==> config.mk <==
export PLATFORM = sky130hd
export DESIGN_NAME = debounce_switch_bank
export DESIGN_NICKNAME = d
export VERILOG_FILES = /design/src/rtl/debounce_switch_bank.sv
export SDC_FILE = /design/constraint.sdc
export NUM_CORES = 1
export LEC_CHECK = 0
export BUFFER_PORTS_ARGS = -buffer_cell sky130_fd_sc_hd__buf_4
export CORE_ASPECT_RATIO = 0.8
export CORE_MARGIN = 3
export CORE_UTILIZATION = 40
export CTS_CLUSTER_SIZE = 25
export DETAILED_ROUTE_END_ITERATION = 8
export HOLD_SLACK_MARGIN = 0.05
export PLACE_DENSITY = 0.58
export SYNTH_ARGS = -nofsm -noshare
export SYNTH_HDL_FRONTEND = slang
export SYNTH_SLANG_ARGS = --single-unit
==> constraint.sdc <==
create_clock -name i_Clk -period 2.4 [get_ports i_Clk]
set_clock_uncertainty 0.1 [all_clocks]
set_input_delay 0.24 -clock i_Clk [delete_from_list [all_inputs] [get_ports i_Clk]]
set_output_delay 0.24 -clock i_Clk [all_outputs]
set_load 0.02 [all_outputs]
==> src/rtl/debounce_switch_bank.sv <==
// N-channel switch debouncer with per-channel two-flop synchroniser, optional
// active-low inversion, registered rise/fall pulses and long-press detection.
module debounce_switch_bank #(
    parameter int unsigned NUM_CH           = 4,
    parameter int unsigned c_DEBOUNCE_LIMIT = 1000000,
    parameter int unsigned c_HOLD_LIMIT     = 100000000,
    parameter bit          ACTIVE_LOW       = 1'b0
) (
    input  logic              i_Clk,
    input  logic              i_Reset,
    input  logic [NUM_CH-1:0] i_Switch,
    output logic [NUM_CH-1:0] o_Switch,
    output logic [NUM_CH-1:0] o_Rise,
    output logic [NUM_CH-1:0] o_Fall,
    output logic [NUM_CH-1:0] o_Long
);

    localparam int unsigned CW = (c_DEBOUNCE_LIMIT > 2) ? $clog2(c_DEBOUNCE_LIMIT) : 1;
    localparam int unsigned HW = (c_HOLD_LIMIT > 1) ? $clog2(c_HOLD_LIMIT + 1) : 1;
    localparam logic [CW-1:0] CNT_LAST  = CW'(c_DEBOUNCE_LIMIT - 1);
    localparam logic [HW-1:0] HOLD_MAX  = HW'(c_HOLD_LIMIT);
    localparam logic [HW-1:0] HOLD_LAST = HW'(c_HOLD_LIMIT - 1);

    logic [NUM_CH-1:0] s1_q, s2_q;
    logic [NUM_CH-1:0] sw_q, sw_d;
    logic [NUM_CH-1:0] rise_q, rise_d;
    logic [NUM_CH-1:0] fall_q, fall_d;
    logic [NUM_CH-1:0] long_q, long_d;
    logic [CW-1:0]     cnt_q  [NUM_CH];
    logic [CW-1:0]     cnt_d  [NUM_CH];
    logic [HW-1:0]     hcnt_q [NUM_CH];
    logic [HW-1:0]     hcnt_d [NUM_CH];

    // Per-channel debounce and hold-time evaluation
    always_comb begin
        sw_d   = sw_q;
        rise_d = '0;
        fall_d = '0;
        long_d = long_q;
        for (int n = 0; n < NUM_CH; n++) begin
            cnt_d[n]  = '0;
            hcnt_d[n] = hcnt_q[n];
            if (s2_q[n] != sw_q[n]) begin
                if (cnt_q[n] == CNT_LAST) begin
                    sw_d[n]   = s2_q[n];
                    rise_d[n] = s2_q[n];
                    fall_d[n] = ~s2_q[n];
                end else begin
                    cnt_d[n] = cnt_q[n] + CW'(1);
                end
            end
            // A debounced release wins over the hold count on the same edge
            if (fall_d[n]) begin
                hcnt_d[n] = '0;
                long_d[n] = 1'b0;
            end else if (sw_q[n] && (hcnt_q[n] != HOLD_MAX)) begin
                hcnt_d[n] = hcnt_q[n] + HW'(1);
                if (hcnt_q[n] == HOLD_LAST) begin
                    long_d[n] = 1'b1;
                end
            end
        end
    end

    always_ff @(posedge i_Clk) begin
        if (i_Reset) begin
            s1_q   <= '0;
            s2_q   <= '0;
            sw_q   <= '0;
            rise_q <= '0;
            fall_q <= '0;
            long_q <= '0;
            for (int n = 0; n < NUM_CH; n++) begin
                cnt_q[n]  <= '0;
                hcnt_q[n] <= '0;
            end
        end else begin
            s1_q   <= i_Switch ^ {NUM_CH{ACTIVE_LOW}};
            s2_q   <= s1_q;
            sw_q   <= sw_d;
            rise_q <= rise_d;
            fall_q <= fall_d;
            long_q <= long_d;
            for (int n = 0; n < NUM_CH; n++) begin
                cnt_q[n]  <= cnt_d[n];
                hcnt_q[n] <= hcnt_d[n];
            end
        end
    end

    assign o_Switch = sw_q;
    assign o_Rise   = rise_q;
    assign o_Fall   = fall_q;
    assign o_Long   = long_q;

endmodule

==> results of run 1 <==
-- synth_stat cells (5+ instances only) --
cell type / instances
o21ai_0: 11
nand2b_1: 8
and2_1: 5
nand2_1: 64
nor4b_1: 8
nor3_1: 28
inv_1: 20
o31ai_1: 7
nand3_1: 67
xor2_1: 103
mux2i_1: 7
xnor2_1: 60
nor4_1: 19
nor4bb_1: 6
dfxtp_1: 212
and4_1: 19
nand4_1: 56
a21oi_1: 19
and3_1: 32
nor2_1: 211
buf_2: 7
ha_1: 12
clkbuf_1: 23
nor2b_1: 9
or3_1: 9
or4_1: 9
-- worst min path at each step --
stage | start | cells past startpoint | end
after floorplan | i_Switch[0] | 1 | s1_q[0]$_SDFF_PP0_
after CTS | s1_q[2]$_SDFF_PP0_ | 1 | s2_q[2]$_SDFF_PP0_
after global placement | s1_q[2]$_SDFF_PP0_ | 1 | s2_q[2]$_SDFF_PP0_
after global routing | s1_q[1]$_SDFF_PP0_ | 1 | s2_q[1]$_SDFF_PP0_
final | s1_q[2]$_SDFF_PP0_ | 1 | s2_q[2]$_SDFF_PP0_
after detailed placement | s1_q[2]$_SDFF_PP0_ | 1 | s2_q[2]$_SDFF_PP0_
-- cell families after synthesis --
family | after synthesis
flops | 212
fa+ha+maj | 12
compound gates | 47
mux | 7
xor+xnor | 163
simple gates | 565
buf+inv | 53
-- sequential cells by signal (all words and copies together), names as in the netlist --
signal    cells
o_Rise        4
hcnt_q      108
cnt_q        80
o_Fall        4
s1_q          4
o_Long        4
o_Switch      4
s2_q          4
-- routing by layer --
| layer | share of wire | wire (um) | vias to the layer above |
|---|---|---|---|
| met1 | 0.55 | 9590 | 3213 |
| li1 | - | - | 3735 |
| met3 | 0.031 | 541 | 24 |
| met4 | 0.020 | 344 | 0 |
| met5 | 0 | 0 | - |
| met2 | 0.40 | 6960 | 67 |
-- placed cells by master, fill, tap and decap left out, types with 3 or more instances in the layout --
| master | count |
|---|---|
| xnor2_1 | 60 |
| nand2b_1 | 8 |
| o21ai_0 | 11 |
| o21ai_2 | 3 |
| mux2i_1 | 7 |
| o31ai_1 | 7 |
| nor2_1 | 211 |
| or4_1 | 9 |
| clkbuf_8 | 5 |
| clkbuf_16 | 23 |
| nor4bb_1 | 6 |
| nand4_1 | 56 |
| or3_1 | 9 |
| dfxtp_1 | 212 |
| nand2_1 | 64 |
| nor4_1 | 19 |
| nor2b_1 | 9 |
| buf_4 | 45 |
| nand3_1 | 67 |
| xor2_1 | 103 |
| bufinv_16 | 3 |
| clkbuf_1 | 3 |
| and4_1 | 19 |
| a21oi_1 | 19 |
| nor3_1 | 28 |
| and3_1 | 32 |
| buf_12 | 5 |
| clkinv_2 | 3 |
| ha_1 | 12 |
| nor4b_1 | 8 |
| inv_1 | 20 |
| dlygate4sd3_1 | 5 |
| and2_1 | 5 |
-- stage by stage --
| step | hold WS, ns | worst slack (ns) | utilization |
|---|---|---|---|
| 3_3_place_gp | 0.323 | 0.224 | 0.440 |
| 6_report | 0.340 | 0.187 | 0.477 |
| 2_1_floorplan | 0.268 | 0.172 | - |
| 3_5_place_dp | 0.338 | 0.191 | 0.440 |
| 5_1_grt | 0.369 | 0.0519 | 0.477 |
| 4_1_cts | 0.352 | 0.178 | 0.477 |
-- power by group through the flow --
stage / Clock [W] / Combinational, W / Sequential [W]
final: 0.00359 / 0.0000985 / 0.00353
after global routing: 0.00386 / 0.000109 / 0.00353
after CTS: 0.00372 / 0.000100 / 0.00353
after detailed placement: 0 / 0.0000936 / 0.00361
after global placement: 0 / 0.0000942 / 0.00361
after floorplan: 0 / 0.0000513 / 0.00361
-- worst max-delay path: cells and delay by family (launching register included) --
kind                   cells  cell delay, ns
DFF                        1            0.33
buffers and inverters      1            0.21
and+or+nand+nor            3            1.18
AOI/OAI and AO/OA          1            0.27
-- final cells by class --
cell class | instances | area share
clock inverter | 8 | 0.0111
multi-input combinational | 794 | 0.447
tap | 306 | 0.0355
timing repair buffer | 55 | 0.0452
clock buffer | 31 | 0.0608
inverter | 21 | 0.00731
sequential | 212 | 0.394
==> reports/metrics.cfg, run 1 <==
[timing]
drv_slew=0
max_slew_margin=0.643
setup_viol=0
timing.setup.tns_ns=0
period_needed_ns=2.21
period_share=0.922
fmax_mhz=452
rsz0062_at_grt=no
hold_viol=0
tightest_slew_ns=0.527

[floorplan]
fp.dieArea_um2=25100
initial_core_util=0.410
io_pins=22
fp.dieW_um=176
die_y_um=142
rows=49
core_um2=22600

[setup_path]
reg2reg_depth=5
crit_path_start=cnt_q[2][7]$_SDFF_PP0_
rr_startpoint=cnt_q[2][7]$_SDFF_PP0_
end_kind=flip-flop
criticalPathCategory=flip-flop to flip-flop
critPathRequiredTime_ns=2.68
start_kind=flip-flop
crit_arrival_ns=2.50
path_cells=or4_1, or4_4, o31ai_4, buf_12, nor2_1
path_max_fanout=28
reg2reg_to=hcnt_q[2][8]$_SDFFE_PP0P_
cp-endpoint=hcnt_q[2][8]$_SDFFE_PP0P_
reg2reg_slack_ns=0.19
critPathSlowestCell=or4_4
cpPeakStageDelay_ns=0.58

[route]
routed_wl_um=17400
drtIter0Drc=355
vias=7039
dr.pass1.iters=4
drc_errors=0
routedWlPerCell_um=12.2
routed_via_density=4.93
drtAntennaViolNets=0

[global_route]
grt_use_met1=0.221
antenna_found_initial=0
grt_pass1_wl_um=31700
grt_use_met2=0.216
globalRouteMet3Util=0.0237
grt_max_degree=29
top_usage_layer=met1
gr-total-overflow=0
grt_usage=0.145
grt_pass1_vias=6722

[synthesis]
synth_top_family_by_area=simple AND/OR/NAND/NOR gates
synthSimpleGateAreaFrac=0.309
synth_area_um2=9280
synth_edf_count=0
seq_area_frac_synth=0.458
avgSynthCellArea_um2=8.76
synthMuxAreaShare=0.00755
synth_cell_types=46
synth_top_flop_cell=dfxtp_1
ys_warn_count=0
synth_xor_area_frac=0.154
synthTopCellsByArea=dfxtp_1, xor2_1, nor2_1
netlist_instances=1059
ys_seq_elements=212
synth.largest_area_cell=dfxtp_1
synth_nets=1077
synthAdderAreaFrac=0.0162
synth_compound_area_frac=0.0318
yosysTopAreaCellShare=0.458
async_reset_ff_frac=0

[power_and_ir_drop]
power_w=0.00722
p_int_w=0.00579
power_frac_seq=0.489
power.switching_w=0.00143
ir_worst_vdd_v=0.000483
clkPwrFrac=0.497
p_per_area_nw_per_um2=670
p_leak_nw=3.71
netSwitchingFraction=0.199
power_frac_comb=0.014

[clocking]
postCtsSetupRepairBufs=0
cts_root_buffer=clkbuf_16
clock_latency_ns=0.49
clk_pin_slew_worst_paths_ns=0.06
h-tree-depth=1
cts_tree=done
cts_resized=0
clock_path_buffers=3
clock-sinks=212
hold_buffers=5
cts_made_buffers=22

[placement]
gp_congestion=0.777
placed_area_um2=9960
io_buffers=21
hpwl_um=11800
dp_cells=1383

[final_layout]
multi_input_area_um2=4820
syn_to_final_growth_pct=16.3
final_area_um2=10800
nets=1124
diodes=0
fillCellCount=2192
ff_latch_area_um2=4240
instances_no_fill=1427
drive_gt1_frac=0.0883

[run_status]
outcome=completed

[run]
drv_cap=0

[worst_hold_path]
min_path_type=flip-flop to flip-flop

(Power assumes the default switching activity.)
==> run 2: changes to the inputs <==
CELL_PAD_IN_SITES_DETAIL_PLACEMENT = 1   (was unset)
CELL_PAD_IN_SITES_GLOBAL_PLACEMENT = 2   (was unset)
CORE_MARGIN = 1   (was 3)
CORE_UTILIZATION = 39   (was 40)
PLACE_DENSITY = 0.82   (was 0.58)
==> run 2 against run 1 <==
  * Die area down 2.6%
  * Core utilization down 1.5 points
  * Total power up 0.22%
  * Sequential share of layout area about the same
==> reports/metrics.cfg, run 2 (same netlist as run 1, synthesis figures left out) <==
[floorplan]
initial_core_util=0.396  ; was 0.410
core_um2=23400  ; was 22,600 um2
die_y_um=140  ; was 142 um
rows=50  ; was 49
fp.dieArea_um2=24400  ; was 25,100 um2
io_pins=22  ; unchanged
fp.dieW_um=174  ; was 176 um

[power_and_ir_drop]
p_leak_nw=3.71  ; about the same
clkPwrFrac=0.498  ; was 0.497
ir_worst_vdd_v=0.000428  ; was 0.000483 V
power_w=0.00724  ; was 0.00722 W
power.switching_w=0.00151  ; was 0.00143 W
power_frac_seq=0.488  ; was 0.489
p_per_area_nw_per_um2=670  ; about the same
p_int_w=0.00573  ; was 0.00579 W
netSwitchingFraction=0.208  ; was 0.199
power_frac_comb=0.014  ; about the same

[setup_path]
crit_family=simple AND/OR/NAND/NOR gates  ; unchanged
criticalPathCategory=flip-flop to flip-flop  ; unchanged
reg2reg_to=cnt_q[2][8]$_SDFF_PP0_  ; was hcnt_q[2][8]$_SDFFE_PP0P_
end_kind=flip-flop  ; unchanged
reg2reg_depth=6  ; was 5
crit_arrival_ns=2.57  ; was 2.50 ns
critPathRequiredTime_ns=2.70  ; was 2.68 ns
cpPeakStageDelay_ns=0.58  ; about the same
path_max_fanout=20  ; was 28
crit_buf_inv=1  ; unchanged
path_cells=or4_1, or4_4, nor2_1, a211o_1, buf_12, nor2_1  ; was or4_1, or4_4, o31ai_4, buf_12, nor2_1
critPathSlowestCell=or4_4  ; unchanged
rr_startpoint=cnt_q[2][7]$_SDFF_PP0_  ; unchanged
critPathMostFrequentCell=nor2_1
start_kind=flip-flop  ; unchanged
reg2reg_slack_ns=0.13  ; was 0.19 ns

[route]
vias=7293  ; was 7,039
dr.pass1.iters=4  ; unchanged
drtIter0Drc=358  ; was 355
drtAntennaViolNets=0  ; unchanged
routed_via_density=5.08  ; was 4.93
routed_wl_um=20200  ; was 17,400 um
drc_errors=0  ; unchanged
routedWlPerCell_um=14.1  ; was 12.2 um

[timing]
max_slew_margin=0.648  ; was 0.643
period_needed_ns=2.27  ; was 2.21 ns
period_share=0.944  ; was 0.922
hold_viol=0  ; unchanged
fmax_mhz=441  ; was 452 MHz
tightest_slew_ns=0.521  ; was 0.527 ns
drv_slew=0  ; unchanged
setup_viol=0  ; unchanged
rsz0062_at_grt=no  ; unchanged
timing.setup.tns_ns=0  ; unchanged
holdWs_ns=0.337  ; was 0.340 ns

[final_layout]
diodes=0  ; unchanged
top_regs=hcnt_q (108), cnt_q (80)  ; unchanged
regMostFlops=hcnt_q  ; unchanged
final_cell_mix=dfxtp_1, nor2_1, xor2_1  ; unchanged
nets=1127  ; was 1,124
final_area_um2=10800  ; about the same
layout_commonest_cell=dfxtp_1  ; unchanged
syn_to_final_growth_pct=16.4  ; was 16.3%
drive_gt1_frac=0.0845  ; was 0.0883
largest_register_ffs=108  ; unchanged

[clocking]
clock-sinks=212  ; unchanged
cts_resized=0  ; unchanged
cts_root_buffer=clkbuf_16  ; unchanged
cts_tree=done  ; unchanged
clk_pin_slew_worst_paths_ns=0.06  ; about the same
cts_made_buffers=24  ; was 22
h-tree-depth=1  ; unchanged
postCtsSetupRepairBufs=0  ; unchanged
clock_path_buffers=3  ; unchanged
clock_latency_ns=0.52  ; was 0.49 ns

[global_route]
grt_usage=0.170  ; was 0.145
grt_pass1_vias=7338  ; was 6,722
grt_use_met2=0.270  ; was 0.216
grt_use_met1=0.242  ; was 0.221
globalRouteMet3Util=0.0255  ; was 0.0237
gr-total-overflow=0  ; unchanged
antenna_found_initial=0  ; unchanged
top_usage_layer=met2  ; was met1
grt_pass1_wl_um=35500  ; was 31,700 um
grt_max_degree=29  ; unchanged

[worst_hold_path]
hold_start=s1_q[3]$_SDFF_PP0_  ; was s1_q[2]$_SDFF_PP0_
min_path_cells=1  ; unchanged
hold-path-endpoint=s2_q[3]$_SDFF_PP0_  ; was s2_q[2]$_SDFF_PP0_
min_path_type=flip-flop to flip-flop  ; unchanged

[run_status]
outcome=completed  ; unchanged

[placement]
hpwl_um=13600  ; was 11,800 um
gp_congestion=0.743  ; was 0.777
placed_area_um2=9950  ; was 9960 um2
io_buffers=21  ; unchanged

[run]
drv_cap=0  ; unchanged

==> run 2: power groups by stage <==
stage	sequential (W)	clock, W	combinational, W
2_1_floorplan	0.00361	0	0.0000513
3_3_place_gp	0.00361	0	0.0000944
3_5_place_dp	0.00361	0	0.0000953
4_1_cts	0.00353	0.00373	0.000106
5_1_grt	0.00353	0.00387	0.000113
6_report	0.00353	0.00360	0.000102
==> run 2: layer usage <==
| metal | up-vias | routed length [um] |
|---|---|---|
| li1 | 3732 | - |
| met1 | 3491 | 10800 |
| met2 | 40 | 8620 |
| met3 | 30 | 456 |
| met4 | 0 | 344 |
| met5 | - | 0 |
==> run 2: timing repair <==
item / in CTS / in global routing
endpoints found under the hold margin: 12 / 0
hold buffers: 8 / 0
endpoints found under the setup margin: 0 / 0
==> run 2: worst max path at each step <==
stage	cells after the start	slack [ns]	endpoint	from
floorplan	5	0.17	hcnt_q[2][0]$_SDFFE_PP0P_	cnt_q[2][7]$_SDFF_PP0_
global placement	6	0.21	cnt_q[2][8]$_SDFF_PP0_	cnt_q[2][7]$_SDFF_PP0_
detailed placement	6	0.15	cnt_q[2][18]$_SDFF_PP0_	cnt_q[2][7]$_SDFF_PP0_
CTS	6	0.12	cnt_q[2][8]$_SDFF_PP0_	cnt_q[2][7]$_SDFF_PP0_
global route	6	0.05	cnt_q[2][8]$_SDFF_PP0_	cnt_q[2][14]$_SDFF_PP0_
finish	6	0.13	cnt_q[2][8]$_SDFF_PP0_	cnt_q[2][7]$_SDFF_PP0_
==> run 2: area by class of cell <==
cell class / instances / area [um2]
Multi-Input combinational cell: 794 / 4820
Inverter: 21 / 78.8
Timing Repair Buffer: 56 / 503
Fill cell: 2747 / 12600
Clock buffer: 31 / 627
Clock inverter: 10 / 136
Sequential cell: 212 / 4240
Tap cell: 312 / 390
==> run 2: worst reg2reg max path, cell delays in order (launching register included) <==
cell and delay, ns:
dfxtp_1 0.33, or4_1 0.54, or4_4 0.58, nor2_1 0.20, a211o_1 0.18, buf_12 0.16
nor2_1 0.08
==> run 2: per-stage QoR <==
stage,worst slack (ns),cells,utilization
after CTS,0.122,1436,0.461
after detailed placement,0.149,1387,0.425
after floorplan,0.172,1059,-
final,0.134,1436,0.461
after global routing,0.0540,1436,0.461
after global placement,0.209,1387,0.425
